==> config.mk <==
export PLATFORM = sky130hd
export DESIGN_NAME = screen_fetcher_flat
export DESIGN_NICKNAME = d
export VERILOG_FILES = /design/src/rtl/screen_fetcher_if.sv /design/src/rtl/screen_fetcher.sv /design/src/flat_wrapper.sv
export SDC_FILE = /design/constraint.sdc
export NUM_CORES = 1
export LEC_CHECK = 0
export ABC_AREA = 0
export CORE_MARGIN = 8
export CORE_UTILIZATION = 40
export CTS_CLUSTER_SIZE = 12
export DETAILED_ROUTE_END_ITERATION = 10
export PLACE_DENSITY = 0.76
export SLEW_MARGIN = 20
export SYNTH_ARGS = -nofsm -noshare
export SYNTH_HDL_FRONTEND = slang
export SYNTH_SLANG_ARGS = --single-unit
export TNS_END_PERCENT = 10
==> constraint.sdc <==
create_clock -name clk28 -period 1 [get_ports clk28]
set_clock_uncertainty 0.05 [all_clocks]
set_input_delay 0.1 -clock clk28 [delete_from_list [all_inputs] [get_ports clk28]]
set_output_delay 0.1 -clock clk28 [all_outputs]
set_load 0.05 [all_outputs]
==> src/rtl/screen_fetcher_if.sv <==
// Screen fetcher bus: raster position, video SRAM port and pixel output.
// master drives raster/SRAM data, slave is the fetcher itself.
interface screen_fetcher_if;
    logic        ck7;
    logic [8:0]  hc;
    logic [8:0]  vc;
    logic        blink;
    logic [7:0]  vd;
    logic        screen_fetch;
    logic [14:0] screen_addr;
    logic        pixel_valid;
    logic        ink;
    logic [7:0]  attr;

    modport master (
        output ck7, hc, vc, blink, vd,
        input  screen_fetch, screen_addr, pixel_valid, ink, attr
    );

    modport slave (
        input  ck7, hc, vc, blink, vd,
        output screen_fetch, screen_addr, pixel_valid, ink, attr
    );
endinterface

==> src/rtl/screen_fetcher.sv <==
// Screen fetcher: reads bitmap/attribute bytes per character cell
// and serialises them into ink/paper pixels with 8-pixel latency.
module screen_fetcher #(
    parameter bit FLASH_EN = 1'b1
) (
    input  logic             clk28,
    input  logic             rst_n,
    screen_fetcher_if.slave  bus
);
    localparam logic [2:0] PH_BM   = 3'd2;
    localparam logic [2:0] PH_AT   = 3'd4;
    localparam logic [2:0] PH_LOAD = 3'd7;

    logic        w_area;
    logic [4:0]  w_col;
    logic [2:0]  w_phase;
    logic [14:0] w_bm_addr;
    logic [14:0] w_at_addr;

    logic [7:0]  r_bm_latch;
    logic [7:0]  r_at_latch;
    logic [7:0]  r_shift;
    logic [7:0]  r_attr;
    logic        r_flash;
    logic        r_pixel_valid;

    assign w_area  = (bus.hc < 9'd256) && (bus.vc < 9'd192);
    assign w_col   = bus.hc[7:3];
    assign w_phase = bus.hc[2:0];

    assign w_bm_addr = {2'b00, bus.vc[7:6], bus.vc[2:0],
                        bus.vc[5:3], w_col};
    assign w_at_addr = {2'b00, 3'b110, bus.vc[7:3], w_col};

    assign bus.screen_fetch = w_area &&
                              (w_phase == PH_BM || w_phase == PH_AT);
    assign bus.screen_addr  = (w_phase == PH_AT) ? w_at_addr
                                                 : w_bm_addr;

    assign bus.ink         = r_shift[7] ^ r_flash;
    assign bus.attr        = r_attr;
    assign bus.pixel_valid = r_pixel_valid;

    // Capture SRAM read data at the end of each fetch slot.
    always_ff @(posedge clk28 or negedge rst_n) begin
        if (!rst_n) begin
            r_bm_latch <= 8'h00;
            r_at_latch <= 8'h00;
        end else if (bus.ck7 && w_area) begin
            if (w_phase == PH_BM)
                r_bm_latch <= bus.vd;
            if (w_phase == PH_AT)
                r_at_latch <= bus.vd;
        end
    end

    // Load the cell at phase 7, otherwise shift one pixel out.
    always_ff @(posedge clk28 or negedge rst_n) begin
        if (!rst_n) begin
            r_shift       <= 8'h00;
            r_attr        <= 8'h00;
            r_flash       <= 1'b0;
            r_pixel_valid <= 1'b0;
        end else if (bus.ck7) begin
            if (w_phase == PH_LOAD) begin
                if (w_area) begin
                    r_shift       <= r_bm_latch;
                    r_attr        <= r_at_latch;
                    r_flash       <= r_at_latch[7] & bus.blink
                                     & FLASH_EN;
                    r_pixel_valid <= 1'b1;
                end else begin
                    r_shift       <= 8'h00;
                    r_attr        <= 8'h00;
                    r_flash       <= 1'b0;
                    r_pixel_valid <= 1'b0;
                end
            end else begin
                r_shift <= {r_shift[6:0], 1'b0};
            end
        end
    end
endmodule

==> src/flat_wrapper.sv <==
// flat-port wrapper written by rule: the top's interface ports become plain ports
module screen_fetcher_flat 
#(
    parameter bit FLASH_EN = 1'b1
)
  (clk28, rst_n, bus_ck7, bus_hc, bus_vc, bus_blink, bus_vd, bus_screen_fetch, bus_screen_addr, bus_pixel_valid, bus_ink, bus_attr);
  screen_fetcher_if bus_i ();
  input  logic clk28;
  input  logic rst_n;
  input wire logic [$bits(bus_i.ck7)-1:0] bus_ck7;
  input wire logic [$bits(bus_i.hc)-1:0] bus_hc;
  input wire logic [$bits(bus_i.vc)-1:0] bus_vc;
  input wire logic [$bits(bus_i.blink)-1:0] bus_blink;
  input wire logic [$bits(bus_i.vd)-1:0] bus_vd;
  output wire logic [$bits(bus_i.screen_fetch)-1:0] bus_screen_fetch;
  output wire logic [$bits(bus_i.screen_addr)-1:0] bus_screen_addr;
  output wire logic [$bits(bus_i.pixel_valid)-1:0] bus_pixel_valid;
  output wire logic [$bits(bus_i.ink)-1:0] bus_ink;
  output wire logic [$bits(bus_i.attr)-1:0] bus_attr;
  assign bus_i.ck7 = bus_ck7;
  assign bus_i.hc = bus_hc;
  assign bus_i.vc = bus_vc;
  assign bus_i.blink = bus_blink;
  assign bus_i.vd = bus_vd;
  assign bus_screen_fetch = bus_i.screen_fetch;
  assign bus_screen_addr = bus_i.screen_addr;
  assign bus_pixel_valid = bus_i.pixel_valid;
  assign bus_ink = bus_i.ink;
  assign bus_attr = bus_i.attr;
  screen_fetcher #(.FLASH_EN(FLASH_EN)) u_core (.clk28(clk28), .rst_n(rst_n), .bus(bus_i));
endmodule
# [Word level (Yosys, flattened, before mapping)]
# Cells that the tools add are included.
[totals] ff_bits=34 latchBits=0 ramBits=0 mem_bits_ro=0 inputBits=30 output_inout_bits=26 word_cells=26 memories=0
[op_classes] n_addsub=0 n_mul=0 div_mod_pow=0 magnitude_cmp=2 n_eq_ne=3 shift=0 mux=6 bitwise=2 reduce_logical=7
[op_table] operator="$mux 8" count=3
[op_table] operator="$mux 13" count=1
[op_table] operator="$lt 9x8->1 const B" count=1
[op_table] operator="$lt 9x9->1 const B" count=1
[op_table] operator="$eq 3x3->1 const B" count=2
[op_table] operator="$reduce_and 2->1" count=3
[op_table] operator="$eq 3x2->1 const B" count=1
[op_table] operator="$logic_and 1x1->1" count=3
[op_table] operator="$mux 1" count=2
[op_table] operator="$and 1x1->1" count=1
[op_table] operator="$logic_or 1x1->1" count=1
[op_table] operator="$xor 1x1->1" count=1

# [Logic depth before layout (Yosys ltp)]
# Gate-level depths: netlist (run 1).
[depth] depth_word=4 ltp_mapped=5

# [Worst setup path before layout (run 1)]
# Ideal clock, no wire load.
[synth_path] path_type="input port to output port" startpoint="input bus_vc[7]" endpoint="output bus_screen_fetch" t_arrival_ns=1.556 setup_slack_ns=-0.706 cell_stages=2 path_cell_list="a211o_2 > nor3_1"
[synth_between] elab_chain_cells=3
[synth_lines] item="start: declaration" line_no="flat_wrapper.sv:12" rtl="input wire logic [$bits(bus_i.vc)-1:0] bus_vc;"
[synth_lines] item="$lt 9x8->1" line_no="screen_fetcher.sv:27" rtl="assign w_area = (bus.hc < 9'd256) && (bus.vc < 9'd192);"
[synth_lines] item="$logic_and 1x1->1" line_no="screen_fetcher.sv:27"
[synth_lines] item="$logic_and 1x1->1" line_no="screen_fetcher.sv:35" rtl="assign bus.screen_fetch = w_area &&"
[synth_lines] item="end: declaration" line_no="flat_wrapper.sv:15" rtl="output wire logic [$bits(bus_i.screen_fetch)-1:0] bus_screen_fetch;"
# No other way between the ends.

# [Final worst setup path (run 1)]
[layout_path] startpoint="register u_core.r_flash" endpoint="output bus_ink"
[layout_between] elab_chain_cells=1
[layout_lines] item="start: declaration" line_no="screen_fetcher.sv:24" rtl="logic r_flash;"
[layout_lines] item="start signal: assignment" line_no="screen_fetcher.sv:69" rtl="r_flash <= r_at_latch[7] & bus.blink"
[layout_lines] item="$xor 1x1->1" line_no="screen_fetcher.sv:40" rtl="assign bus.ink = r_shift[7] ^ r_flash;"
[layout_lines] item="end: declaration" line_no="flat_wrapper.sv:18" rtl="output wire logic [$bits(bus_i.ink)-1:0] bus_ink;"
# No other way between the ends.

==> metrics.cfg, run 1 <==
[layout]
design_area_um2=2410
diodes=0
final_layout_size_suffix_gt1_share_pct=51.5
area_growth_pct=55.7
layout_common_cells=32 x dfrtp_1, 17 x buf_12, 15 x mux2_2, 15 x buf_4, 12 x clkdlybuf4s50_1
nets=194
regArea_um2=853
final_cells=213
multiInputGateArea_um2=696
n_fill_cell=270
final_common_cell=dfrtp_1

[critical_path]
cpMaxStageDelayCell=dfrtp_2
required_ns=0.85
criticalPathCategory=flop to output port
path_max_fanout=2
worst_setup_path_end_kind=output port
start_kind=flop
cp.buffers_inverters=1
cpLargestDelayFamily=flip-flops
cp_cell_sequence=xor2_4 -> buf_12
arrival_ns=1.07
max_stage_delay_ns=0.44

[cts]
cts-root-buf=clkbuf_8
cts_buffer_depth=2
clk_latency_ns=0.29
clk_pin_slew_ns=0.07
clkSinkCount=34
cts_buffers=5
cts_tree=built
htreeDepth=2

[yosys]
synth_compound_area_share_pct=12.5
synthXorXnorAreaFrac_pct=1.13
synth_area_um2=1550
syn_avg_cell_area_um2=13.4
synth_top_family_by_area=multiplexers
async_reset_ff_share_pct=100
yosys.area_share.simple_pct=11.3
synth-edff-count=0
ys_warn_count=0
ys_types=30
synthCells=115
yosys.area_share.adder_pct=0
ys_seq_area_share_pct=55.1
synthFlopType=dfrtp_1
synth_seq_cells=34
synth_mux_area_share_pct=13.1

[pwr]
powerDensity_nw_per_um2=1440
ir_worst_vdd_uv=1270
power_mw=3.46
power.static_leakage_nw=1.11

[route]
drt_wl_total_um=3910
vias=1117
post_drt_via_cell_ratio=5.24
routedWlPerCell_um=18.3
first_iter_violations=74
dr.pass1.iters=4
detail-route-antenna-nets=0
remaining_drc_errors=0

[run_status]
violations=negative setup slack
outcome=complete, but fails checks

[sta]
period_needed_ns=1.22
hold_violations=0
setup_viol=16
fmax_ghz=0.818
period_share_pct=122
setup_ws_ns=-0.222
slew_violations=0
rsz0062_at_grt=true

[global_routing]
grt-ovfl-total=0
grt_pass1_wl_um=6540
grt_max_degree=35
grt_usage_pct=13.5
antenna_found_initial=0
grt_pass1_vias=1275

[place]
dp_slack_ns=-0.727
gp_congestion=0.763
hpwl_um=2650
portBuffers=37
dpl_cell_area_um2=2190
dp.cells=203

[run]
cap_violations=0

[floorplan]
initial_core_util_pct=41.9
die_area_um2=6110
io_pins=56
die_w_um=78.2
core-area_um2=3690
rows=22
die_y_um=78.2

[min_path]
hold_class=primary input to async pin

## repair_timing
item | in CTS | in global routing
gates resized for setup | 60 | 7
setup buffers | 2 | 0
pin swaps | 7 | 3
setup endpoints to repair | 50 | 30
hold buffers | 0 | 0
## Yosys cell counts (all sizes together), types with 2 or more instances
library cell | number | area [um^2]
buf | 13 | 95.1
nand2 | 4 | 17.5
mux2 | 18 | 203
dfrtp | 34 | 851
nor3 | 2 | 10.0
nand4 | 3 | 40.0
a21o | 2 | 15.0
a221o | 7 | 70.1
nor2b | 8 | 50.1
o21ai | 2 | 10.0
nor2 | 2 | 15.0
a22o | 7 | 61.3
or2 | 2 | 12.5
## per-layer routing
layer,vias to the layer above,wire (um),GRT usage (%)
met1,583,1550,14.7
met3,5,205,5.13
met4,0,48,3.89
met2,25,2110,23.9
met5,-,0,0
li1,504,-,-
## per-stage QoR
stage | util (%) | setup TNS [ns] | hold slack (ns)
final | 65.2 | -0.828 | 0.135
after global routing | 65.2 | -1.37 | 0.150
after CTS | 64.5 | -0.805 | 0.142
after detailed placement | 59.5 | -25.30 | 0.150
after global placement | 59.5 | -23.94 | 0.150
after floorplan | - | -2.93 | -0.246
## power by group
group,internal [mW],switching (mW),leakage (nW)
sequential,1.52,0.0986,0.454
combinational,0.424,0.363,0.612
clock,0.553,0.500,0.0472
total,2.50,0.962,1.11
## worst paths after layout
check | startpoint | endpoint | slack [ns] | cells past startpoint
worst min-delay path | rst_n | u_core.bus.attr[3] | 0.13 | 2
max in group asynchronous | rst_n | u_core.r_flash | 0.57 | 2
min in group clk28 | bus_hc[3] | bus_screen_addr[0] | 0.15 | 0
worst max-delay path | u_core.r_flash | bus_ink | -0.22 | 2
worst max register to register | u_core.r_shift[7] | u_core.r_shift[7] | 0.01 | 2
worst min register to register | u_core.r_shift[0] | u_core.r_shift[0] | 0.45 | 1
## final cells by class
class                      instances  area share [%]
clock inverter                     2           0.520
multi-input combinational         67            28.9
clock buffer                       6            3.43
inverter                           1           0.156
sequential                        34            35.5
timing repair buffer              55            29.0
tap                               48            2.50
## flip-flops by register name, summed over array words and instances (netlist names)
register                flops
u_core.r_flash              1
u_core.r_at_latch           8
u_core.r_bm_latch           8
u_core.bus.attr             8
u_core.r_shift              8
u_core.bus.pixel_valid      1
## cells by family (layout without fill, tap and decap cells)
family | Yosys count | in the layout
XOR/XNOR | 2 | 2
AND/OR/NAND/NOR | 24 | 24
AO/OA/AOI/OAI | 21 | 21
other | 1 | 2
flip-flops | 34 | 34
multiplexers | 18 | 18
buffers and inverters | 15 | 64
## worst register-to-register path: cells and delay by family (launching register included)
family | cells | cell delay [ns]
and+or+nand+nor | 1 | 0.13
DFF | 1 | 0.44
AOI/OAI and AO/OA | 1 | 0.25
Note: power is estimated with default switching activity, not from simulation.
==> inputs of run 2 (changes only) <==
- RECOVER_POWER: default -> 100
==> run 2 against run 1 <==
Net effect: largest cell class unchanged; fmax hardly changed; total power decreased by 0.56%; critical path type unchanged; the flow still finishes with violations (negative setup slack); wire length fell by 0.10%; cell count is the same; first-iteration DRC count decreased by 12%; die area is the same.
==> metrics.cfg, run 2 (same netlist as run 1, synthesis figures left out) <==
[run_status]
outcome=complete, but fails checks
violations=negative setup slack

[critical_path]
worst_setup_path_end_kind=output port
worstReg2RegStart=u_core.r_shift[7]
cp.depth=2  ; unchanged
arrival_ns=1.07  ; about the same
cpLargestDelayFamily=flip-flops
start_kind=flop
cpMaxStageDelayCell=dfrtp_2
reg2reg_depth=2  ; unchanged
cp.buffers_inverters=1  ; unchanged
cp_cell_sequence=xor2_4 -> buf_12
path_max_fanout=2  ; unchanged
r2r_slack_ns=0.01  ; about the same
max_stage_delay_ns=0.44  ; about the same
reg2reg_to=u_core.r_shift[7]
required_ns=0.85  ; about the same
criticalPathCategory=flop to output port

[route]
detail-route-antenna-nets=0  ; unchanged
first_iter_violations=65  ; -12%
drt_wl_total_um=3900  ; -0.10%
post_drt_via_cell_ratio=5.20  ; -0.81%
dr.pass1.iters=4  ; unchanged
vias=1108  ; -0.81%
routedWlPerCell_um=18.3  ; -0.10%
remaining_drc_errors=0  ; unchanged

[sta]
period_needed_ns=1.22  ; +0.000205 ns
hold_violations=0  ; unchanged
rsz0062_at_grt=true
period_share_pct=122  ; about the same
slew_violations=0  ; unchanged
fmax_ghz=0.818  ; about the same
setup_ws_ns=-0.222  ; -0.000205 ns
hold_slack_ns=0.150  ; +0.0153 ns
setup_viol=32  ; +16

[place]
dp_slack_ns=-0.727  ; unchanged
portBuffers=37  ; unchanged
dpl_cell_area_um2=2190  ; unchanged
hpwl_um=2650  ; unchanged
gp_congestion=0.763  ; unchanged

[min_path]
hp-start=bus_hc[3]
min_to=bus_screen_addr[0]
hold_class=primary input to output port
min_path_cells=0

[pwr]
power_mw=3.44  ; -0.56%
power.static_leakage_nw=1.09  ; -2.2%
ir_worst_vdd_uv=1270  ; -0.30%
powerDensity_nw_per_um2=1460  ; +1.2%

[cts]
cts_buffers=5  ; unchanged
htreeDepth=2  ; unchanged
cts_buffer_depth=2  ; unchanged
clkSinkCount=34  ; unchanged
clk_pin_slew_ns=0.07  ; about the same
clk_latency_ns=0.29  ; about the same
cts_tree=built
ctsHoldBuffers=0  ; unchanged
cts-root-buf=clkbuf_8

[floorplan]
die_area_um2=6110  ; unchanged
io_pins=56  ; unchanged
core-area_um2=3690  ; unchanged
rows=22  ; unchanged
die_w_um=78.2  ; unchanged
die_y_um=78.2  ; unchanged
initial_core_util_pct=41.9  ; unchanged

[layout]
final_layout_size_suffix_gt1_share_pct=49.1  ; -2.4 points
final_common_cell=dfrtp_1
nets=194  ; unchanged
diodes=0  ; unchanged
area_growth_pct=53.0
n_fill_cell=278  ; +3.0%
layout_common_cells=32 x dfrtp_1, 16 x buf_12, 15 x mux2_2
design_area_um2=2360  ; -1.8%

[global_routing]
grt_pass1_vias=1275  ; unchanged
grt_usage_pct=13.5  ; unchanged
grt_pass1_wl_um=6540  ; unchanged
grt_max_degree=35  ; unchanged
grt-ovfl-total=0  ; unchanged
antenna_found_initial=0  ; unchanged

[run]
cap_violations=0  ; unchanged

==> run 2: metal layers <==
| layer | vias to the layer above | share of wire (%) | GRT usage [%] |
|---|---|---|---|
| li1 | 503 | - | - |
| met1 | 575 | 39 | 14.7 |
| met2 | 25 | 54 | 23.9 |
| met3 | 5 | 5.3 | 5.13 |
| met4 | 0 | 1.2 | 3.89 |
| met5 | - | 0 | 0 |
==> run 2: repair_timing <==
item,CTS,global route
pin swaps,7,3
resized for setup,60,7
hold endpoints to repair,0,0
setup endpoints to repair,50,30
setup buffers,2,0
==> run 2: worst max path at each step <==
| stage | slack (ns) | from | endpoint |
|---|---|---|---|
| after global routing | -0.26 | u_core.r_flash | bus_ink |
| after global placement | -0.68 | bus_hc[0] | u_core.r_at_latch[4] |
| after floorplan | -0.18 | bus_hc[1] | bus_screen_addr[8] |
| after detailed placement | -0.73 | bus_vc[7] | u_core.r_at_latch[0] |
| after CTS | -0.24 | u_core.r_flash | bus_ink |
| final | -0.22 | u_core.r_flash | bus_ink |
==> run 2: layout make-up <==
type | instances | area, um^2 | area share (%)
clock buffers | 6 | 82.6 | 3.49
clock inverters | 2 | 12.5 | 0.529
inverters | 1 | 3.75 | 0.159
multi-input cells | 67 | 676 | 28.6
flip-flops and latches | 34 | 853 | 36.1
well taps | 48 | 60.1 | 2.54
repair buffers | 55 | 676 | 28.6
==> run 2: power breakdown <==
group          internal [mW]  switching (mW)
logic                  0.412           0.357
clock network          0.553           0.500
registers               1.52          0.0986
==> run 2: through the flow <==
step	util (%)	setup TNS, ns	std cells
detailed placement	59.5	-25.30	203
global placement	59.5	-23.94	203
floorplan	-	-2.93	116
global route	64.1	-2.62	213
CTS	64.5	-0.805	213
finish	64.1	-1.45	213
==> run 2: worst register-to-register path, cell delays in order, from the launching register on <==
cell,delay (ns)
dfrtp_2,0.44
nor2b_4,0.13
a221o_1,0.25
